$ cat src/rtl/sy_ppl_freelist.sv
// sy_ppl_freelist: physical-register free list with speculative/architectural heads and flush restore.
// Define SY_FREELIST_CHK_EN to add the in-list bitmap, RECOVER walk and sticky err_o.
module sy_ppl_freelist #(
    parameter int PHY_REG_NUM = 64,
    parameter int REG_WTH     = $clog2(PHY_REG_NUM),
    parameter int PTR_WTH     = REG_WTH + 1
) (
    input  logic               clk_i,
    input  logic               rst_ni,
    input  logic               flush_i,
    input  logic               alloc_req_i,
    output logic               alloc_rdy_o,
    output logic [REG_WTH-1:0] alloc_phy_o,
    input  logic               commit_en_i,
    input  logic [REG_WTH-1:0] commit_old_phy_i,
    output logic [REG_WTH:0]   free_cnt_o,
    output logic               init_done_o,
    output logic               err_o
);
    localparam logic [1:0] INIT    = 2'd0;
    localparam logic [1:0] RUN     = 2'd1;
    localparam logic [1:0] RECOVER = 2'd2;

    logic [REG_WTH-1:0] mem_q [PHY_REG_NUM];
    logic [1:0]         state_q, state_d;
    logic [PTR_WTH-1:0] spec_head_q, spec_head_d, arch_head_q, arch_head_d, tail_q, tail_d;
    logic [REG_WTH-1:0] init_cnt_q, init_cnt_d, wr_data;
    logic               active, grant, commit, push, flush, wr_en, rec_done;

    assign active      = state_q != INIT;
    assign free_cnt_o  = tail_q - spec_head_q;
    assign alloc_rdy_o = state_q == RUN && !flush_i && free_cnt_o != '0;
    assign alloc_phy_o = active ? mem_q[spec_head_q[REG_WTH-1:0]] : '0;
    assign init_done_o = active;
    assign grant       = alloc_req_i && alloc_rdy_o;
    assign commit      = active && commit_en_i;
    assign push        = commit && commit_old_phy_i != '0;
    assign flush       = active && flush_i;
    assign wr_en       = !active || push;
    assign wr_data     = active ? commit_old_phy_i : init_cnt_q + 1'b1;

    always_comb begin
        arch_head_d = arch_head_q + PTR_WTH'(commit);
        tail_d      = tail_q + PTR_WTH'(wr_en);
        spec_head_d = flush ? arch_head_d : spec_head_q + PTR_WTH'(grant);
        init_cnt_d  = init_cnt_q + REG_WTH'(!active);
        state_d     = !active ? (init_cnt_q == REG_WTH'(PHY_REG_NUM - 2) ? RUN : INIT)
                    : (flush || (state_q == RECOVER && !rec_done)) ? RECOVER : RUN;
    end

    always_ff @(posedge clk_i or negedge rst_ni) begin
        if (!rst_ni) begin
            state_q     <= INIT;
            spec_head_q <= '0;
            arch_head_q <= '0;
            tail_q      <= '0;
            init_cnt_q  <= '0;
        end else begin
            state_q     <= state_d;
            spec_head_q <= spec_head_d;
            arch_head_q <= arch_head_d;
            tail_q      <= tail_d;
            init_cnt_q  <= init_cnt_d;
        end
    end

    always_ff @(posedge clk_i) begin
        if (wr_en) mem_q[tail_q[REG_WTH-1:0]] <= wr_data;
    end

`ifdef SY_FREELIST_CHK_EN
    logic [PHY_REG_NUM-1:0] bmp_q, bmp_d;
    logic [PTR_WTH-1:0]     walk_q, walk_d, wend_q, wend_d;
    logic                   err_q, err_d, walking;

    assign walking  = state_q == RECOVER && walk_q != wend_q;
    assign rec_done = (wend_q - walk_q) <= PTR_WTH'(1);
    assign err_o    = err_q;

    // Flushed allocations [arch_head, old spec_head) are walked back into the bitmap.
    always_comb begin
        bmp_d = bmp_q;
        if (!active) bmp_d[wr_data] = 1'b1;
        if (walking) bmp_d[mem_q[walk_q[REG_WTH-1:0]]] = 1'b1;
        if (grant) bmp_d[alloc_phy_o] = 1'b0;
        if (push) bmp_d[commit_old_phy_i] = 1'b1;
        bmp_d[0] = 1'b0;
        walk_d = (state_q == RUN && flush_i) ? arch_head_d : walk_q + PTR_WTH'(walking);
        wend_d = (state_q == RUN && flush_i) ? spec_head_q : wend_q;
        err_d  = err_q || (push && (bmp_q[commit_old_phy_i] || free_cnt_o == PTR_WTH'(PHY_REG_NUM - 1)))
                       || (commit && arch_head_q == spec_head_q);
    end

    always_ff @(posedge clk_i or negedge rst_ni) begin
        if (!rst_ni) begin
            bmp_q  <= '0;
            walk_q <= '0;
            wend_q <= '0;
            err_q  <= 1'b0;
        end else begin
            bmp_q  <= bmp_d;
            walk_q <= walk_d;
            wend_q <= wend_d;
            err_q  <= err_d;
        end
    end
`else
    assign rec_done = 1'b1;
    assign err_o    = 1'b0;
`endif
endmodule

$ cat config.mk
export PLATFORM = sky130hd
export DESIGN_NAME = sy_ppl_freelist
export DESIGN_NICKNAME = d
export VERILOG_FILES = /design/src/rtl/sy_ppl_freelist.sv
export SDC_FILE = /design/constraint.sdc
export NUM_CORES = 1
export LEC_CHECK = 0
export ABC_CLOCK_PERIOD_IN_PS = 6700
export BUFFER_PORTS_ARGS = -buffer_cell sky130_fd_sc_hd__buf_4
export CAP_MARGIN = 20
export CORE_UTILIZATION = 35
export DETAILED_ROUTE_END_ITERATION = 10
export GPL_ROUTABILITY_DRIVEN = 0
export SLEW_MARGIN = 10
export SYNTH_ARGS = -nofsm -noshare
export SYNTH_HDL_FRONTEND = slang
export SYNTH_SLANG_ARGS = --single-unit
$ cat constraint.sdc
create_clock -name clk_i -period 6.7 [get_ports clk_i]
set_input_delay 0.67 -clock clk_i [delete_from_list [all_inputs] [get_ports clk_i]]
set_output_delay 0.67 -clock clk_i [all_outputs]
set_load 0.02 [all_outputs]
**Word-level counts from Yosys, hierarchy flattened**

Memories as Yosys holds them, arrays and structs flattened.
Cells that the tools add are included.

- Register bits: 29
- Bits in latches: 0
- Memory bits (writable): 384
- Bits in read-only memories: 0
- Input port bits: 11
- Output and inout bits: 16
- Logic and storage cells: 34
- Memories kept: 1

- $add $sub $neg: 6
- $mul: 0
- Div/mod/pow operators: 0
- Order comparisons: 0
- Eq/ne operators: 2
- Shift-type cells: 0
- Muxes and demuxes: 8
- Bitwise logic cells: 0
- Reduce and logical (&&, ||, !) cells: 12

Memory list:

| memory | words | width | rd ports | clocked after memory_dff | write ports | line | text |
|---|---|---|---|---|---|---|---|
| mem_q | 64 | 6 | 1 | 0 | 1 | 24 | `logic [REG_WTH-1:0] mem_q [PHY_REG_NUM];` |

Operators by type and width:

| kind | count |
|---|---|
| $add A7 B1 Y7 | 3 |
| $mux W6 | 2 |
| $mux W7 | 1 |
| $reduce_bool A7 Y1 | 1 |
| $sub A7 B7 Y7 | 1 |
| $add A6 B1 Y6 | 1 |
| $add A6 B1 Y6 const B | 1 |
| $eq A6 B6 Y1 const B | 1 |
| $logic_and A1 B1 Y1 | 6 |
| $reduce_bool A6 Y1 | 1 |
| $mux W2 | 2 |
| $mux W1 | 3 |
| $eq A2 B1 Y1 const B | 1 |
| $logic_not A1 Y1 | 2 |
| $reduce_bool A2 Y1 | 1 |
| $logic_or A1 B1 Y1 | 1 |

**Depth between registers and ports, before layout**

- Word-level depth: 6
- Depth in mapped cells: 15
- Depth with buffers taken out: 14

**Worst setup path after synthesis**

OpenSTA, ideal clock, no wires.

- Path type: reg-to-reg
- Start: register state_q[1]
- End: memory mem_q[0][0] (netlist name), data pin
- Library setup time: 0.703 ns
- Data arrival time: 3.706 ns
- Path slack: 2.290 ns
- Cell stages (with the launch flop): 5
- Cells stage by stage: dfrtp_1 -> or2_2 -> clkbuf_1 -> clkbuf_1 -> o21ai_0

- Longest elaborated chain between the ends: 2

RTL lines:

| what | line | text |
|---|---|---|
| from (decl) | 25 | `logic [1:0] state_q, state_d;` |
| from (signal assigned) | 59 | `state_q <= state_d;` |
| $reduce_bool A2 Y1 | 30 | `assign active = state_q != INIT;` |
| via init_done_o | 17 | `output logic init_done_o,` |
| $mux W6 | 40 | `assign wr_data = active ? commit_old_phy_i : init_cnt_q + 1'b1;` |
| via wr_data[0] | 27 | `logic [REG_WTH-1:0] init_cnt_q, init_cnt_d, wr_data;` |
| to (decl) | 24 |  |

The timed path passes the listed nets, and every way through them passes these cells.

**Final worst setup path**

- Start: register spec_head_q[0]
- End: output alloc_phy_o[5]

- Longest elaborated chain between the ends: 2

RTL lines:

| what | line | text |
|---|---|---|
| from (decl) | 26 | `logic [PTR_WTH-1:0] spec_head_q, spec_head_d, arch_head_q, arch_head_d, tail_q, tail_d;` |
| from (signal assigned) | 60 | `spec_head_q <= spec_head_d;` |
| $mem_v2 Z64 W6 | n/a |  |
| $mux W6 | 33 | `assign alloc_phy_o = active ? mem_q[spec_head_q[REG_WTH-1:0]] : '0;` |
| to (decl) | 13 | `output logic [REG_WTH-1:0] alloc_phy_o,` |

No other way between the ends.

==> results by stage <==
Yosys:
- Sequential cells were found to cover 72.8% of the synthesized design area.
- The cell taking the most area after synthesis is edfxtp_1.
- The number of synthesized flops with an enable pin is 384.
- The share of flip-flops with an asynchronous set or reset is 7.02%.
- The top cell type by area accounts for between 60% and 70% of the synthesized area.
- The mapped netlist covers 0.0168 sq mm.
- In the synthesized netlist the dominant register cell turns out to be edfxtp_1.
- By count the netlist is led by edfxtp_1, nor2_1, mux4_2.
- The number of nets in the synthesized netlist is 933.
- The number of library cell types mapped by synthesis is around 60.
- The synthesized area per cell is 18.6 sq um.
- Yosys attributes the largest share of cell area to edfxtp_1, mux4_2, dfrtp_1, nor2_1, mux4_1.
- The synthesized instance count is 905.
- The total of flip-flops plus latches after synthesis is 413.
- The count of synthesis-stage warnings from yosys is 0.
- The most used standard cell by instance count after synthesis is edfxtp_1.

Critical path:
- The worst path required time is around 6.0 ns.
- The worst register-to-register path ends at spec_head_q[6].
- The startpoint of the most critical setup path is spec_head_q[0].
- For this run, the slowest stage of the critical path takes 0.98 ns.
- In this run the critical register-to-register path is launched from spec_head_q[4].
- The critical-path cell with the highest stage delay is dfrtp_4.
- STA classifies the critical path endpoint as an output pin.
- STA classifies the critical path startpoint as a flip-flop.
- The signal on the critical path passes through buf_12, mux4_2, a22o_1, a221oi_1, o22a_1, o311ai_1, buf_4.
- Counting cells, the worst reg-to-reg path comes to 12.
- In this design, the largest share of critical-path delay is due to compound AO/OA/AOI/OAI gates.
- The number of buffers and inverters on the critical path is 2.
- In this run the worst path has a maximum fanout of 65.
- The critical path is of the flip-flop to output pin type.
- The setup slack of the worst register-to-register path is around 2.7 ns.
- For the worst setup path, the data arrival time is 3.91 ns.

STA:
- For the pin with the worst max-slew slack, the measured transition is between 0.8 and 0.9 ns.
- In the finished design, the share of the clock period the worst path needs comes to between 60% and 70%.
- Based on the critical path, the design can be clocked at up to 0.218 GHz.
- Measured against its own limit, the worst slew margin works out to 40.2%.
- The count of final setup violators is 0.
- The total count of max-transition violations in the final report is 0.
- Setup repair after global routing left no endpoint under its margin.
- Between clock sinks in the finished design, the worst skew comes to around 0.012 ns.
- The number of endpoints with negative hold slack in the final report is 0.
- The post-route worst setup slack is between 2 and 2.5 ns.
- Counting I/O delays and the setup requirement, the final critical path takes 4.58 ns.
- Adding up every negative setup slack in the final design gives 0 ns.

Clock network:
- The cell sitting at the root of the clock tree is a clkbuf_16.
- TritonCTS built the clock tree.
- The clock-pin transition on the worst setup and hold timing paths is 0.06 ns.
- The number of buffers added to fix hold violations after cts is 0.
- The CTS buffer count is 42.
- The clock tree buffer depth is 3.
- The CTS H-tree depth is 2.
- The later pin in the worst-skew pair is clocked with a latency of 0.55 ns.
- Buffers added to address setup during post-CTS repair amount to 0.
- The tree built by TritonCTS fans out to 413 sinks.
- The number of gates resized after CTS was 0.

Final layout:
- The antenna diode count is 0.
- The number of nets in the layout is 970.
- Compared with the post-synthesis result, the final layout area differs by 12.5%.
- The footprint of the multi-input gates is 0.00430 sq mm.
- The fill cell instance count of the final layout is 4168.
- In the final layout, flip-flops and latches occupy approximately 0.012 sq mm.
- The core occupancy in the finished layout is 40.3%.
- Leaving out filler cells and counting taps, the final layout contains around 1600.
- The share of post-route cells with drive strength above 1 is 20.2%.

Floorplan:
- The area of the die is approximately 0.049 sq mm.
- The die is between 200 and 250 microns tall.
- The total core area is around 0.047 sq mm.
- The number of core rows is 79.
- Once the floorplan was initialized, standard cells occupied a little over a third of the core.
- The I/O pin count is 27.
- The die is 221 microns wide.

Run:
- Across the run, the number of max-cap violations was 0.

Routing:
- The number of vias in the routed layout is 8448.
- The average vias per placed instance is approximately 5.4.
- After the first detailed-routing iteration, the DRC count stood at 839.
- The count of TritonRoute iterations in the first routing pass is 5.
- The count of nets left with antenna violations once routing finished came out at 0.
- The average wire per cell in the routed design is 23.6 microns.
- Wires add up to 37.2 mm.
- After detailed routing, the number of remaining DRC violations is 0.

Hold path:
- The type of the worst min-delay path is input port to asynchronous set/reset pin.

Global routing:
- The first global-routing pass estimated 55.7 mm of wire.
- The number of global-route vias before repair was 8545.
- The maximum number of pins on one net before global-route repair is 66.
- Summed over all layers, the global routing overflow is 0.
- Across every metal layer, demand over resource in global routing totals 15.3%.
- The number of antenna violations at the first check in global routing is 0.

Status:
- The flow ran to the end, and the final reports show no timing, DRC or antenna violations.

Placed design:
- Summed over all nets, the half-perimeter wirelength after detailed placement is 22.7 mm.
- The setup slack after placement is 2.58 ns.
- Counting tap cells, the placed design contains a total of approximately 1500 instances.
- Buffers placed on the I/O ports in this run total 25.

Pwr:
- The design draws slightly above 9 mW.
- Summed over all cells, the static leakage comes to 6.13 nW.
- The power density normalized to cell area is between 400 and 500 mW/mm^2.
- The worst ir drop on vdd is ~380 uV.
-- stage by stage --
stage,area (sq um),hold WS (ns)
final,18900,0.0449
after global routing,18900,0.0709
after CTS,18900,0.0496
after detailed placement,17700,0.465
after global placement,17700,0.462
after floorplan,16800,0.374
-- area by class of cell --
type	instances	area share, %
well taps	607	4.01
inverters	14	0.278
flip-flops and latches	413	64.8
multi-input cells	433	22.7
clock inverters	25	0.998
clock buffers	49	5.69
repair buffers	38	1.57
-- placed cells by master, fill, tap and decap left out, types with 8 or more instances in the layout --
cell type / count
clkinv_1: 11
nor2_1: 93
mux2i_1: 11
a21oi_1: 12
o21ai_0: 8
nand2_1: 45
mux4_1: 12
inv_1: 11
mux4_2: 80
ha_1: 16
dfrtp_1: 27
clkbuf_16: 42
xor2_1: 12
a22o_1: 14
buf_4: 37
xnor2_1: 14
nand3_1: 22
nor2b_1: 8
a221oi_1: 10
edfxtp_1: 384
-- per-layer routing --
layer | global-route usage (%) | part of all wire [%] | vias up
met3 | 3.12 | 6.4 | 55
met5 | 0 | 0 | -
met4 | 4.33 | 2.4 | 0
li1 | - | - | 3718
met1 | 21.7 | 45 | 4389
met2 | 23.8 | 46 | 286
-- how the worst max path moves through the flow --
stage,end,slack (ns),cells after the start
3_3_place_gp,alloc_phy_o[5],2.60,7
5_1_grt,alloc_phy_o[5],1.90,7
2_1_floorplan,mem_q[0][0],2.29,4
3_5_place_dp,alloc_phy_o[5],2.58,7
6_report,alloc_phy_o[5],2.12,7
4_1_cts,alloc_phy_o[5],2.01,7
-- sequential cells by signal (all words and copies together) (netlist names) --
signal and cells:
tail_q 7, state_q 2, init_cnt_q 6, mem_q 384, spec_head_q 7, arch_head_q 7
-- cells by family after synthesis --
family | share of synthesized area, %
adders and majority gates | 1.31
DFF | 72.8
xor gates and xnor gates | 1.35
muxes | 13.4
buffers and inverters | 2.07
other | 0.0223
AOI/OAI and AO/OA | 3.85
and+or+nand+nor | 5.12
-- where the power goes --
group	total, mW	leakage (nW)	switching [mW]	internal [mW]
Combinational	3.14	1.68	1.96	1.18
Sequential	3.77	3.83	0.287	3.48
Clock	2.20	0.614	0.966	1.23
No activity file was read; power rests on OpenSTA's default activity.
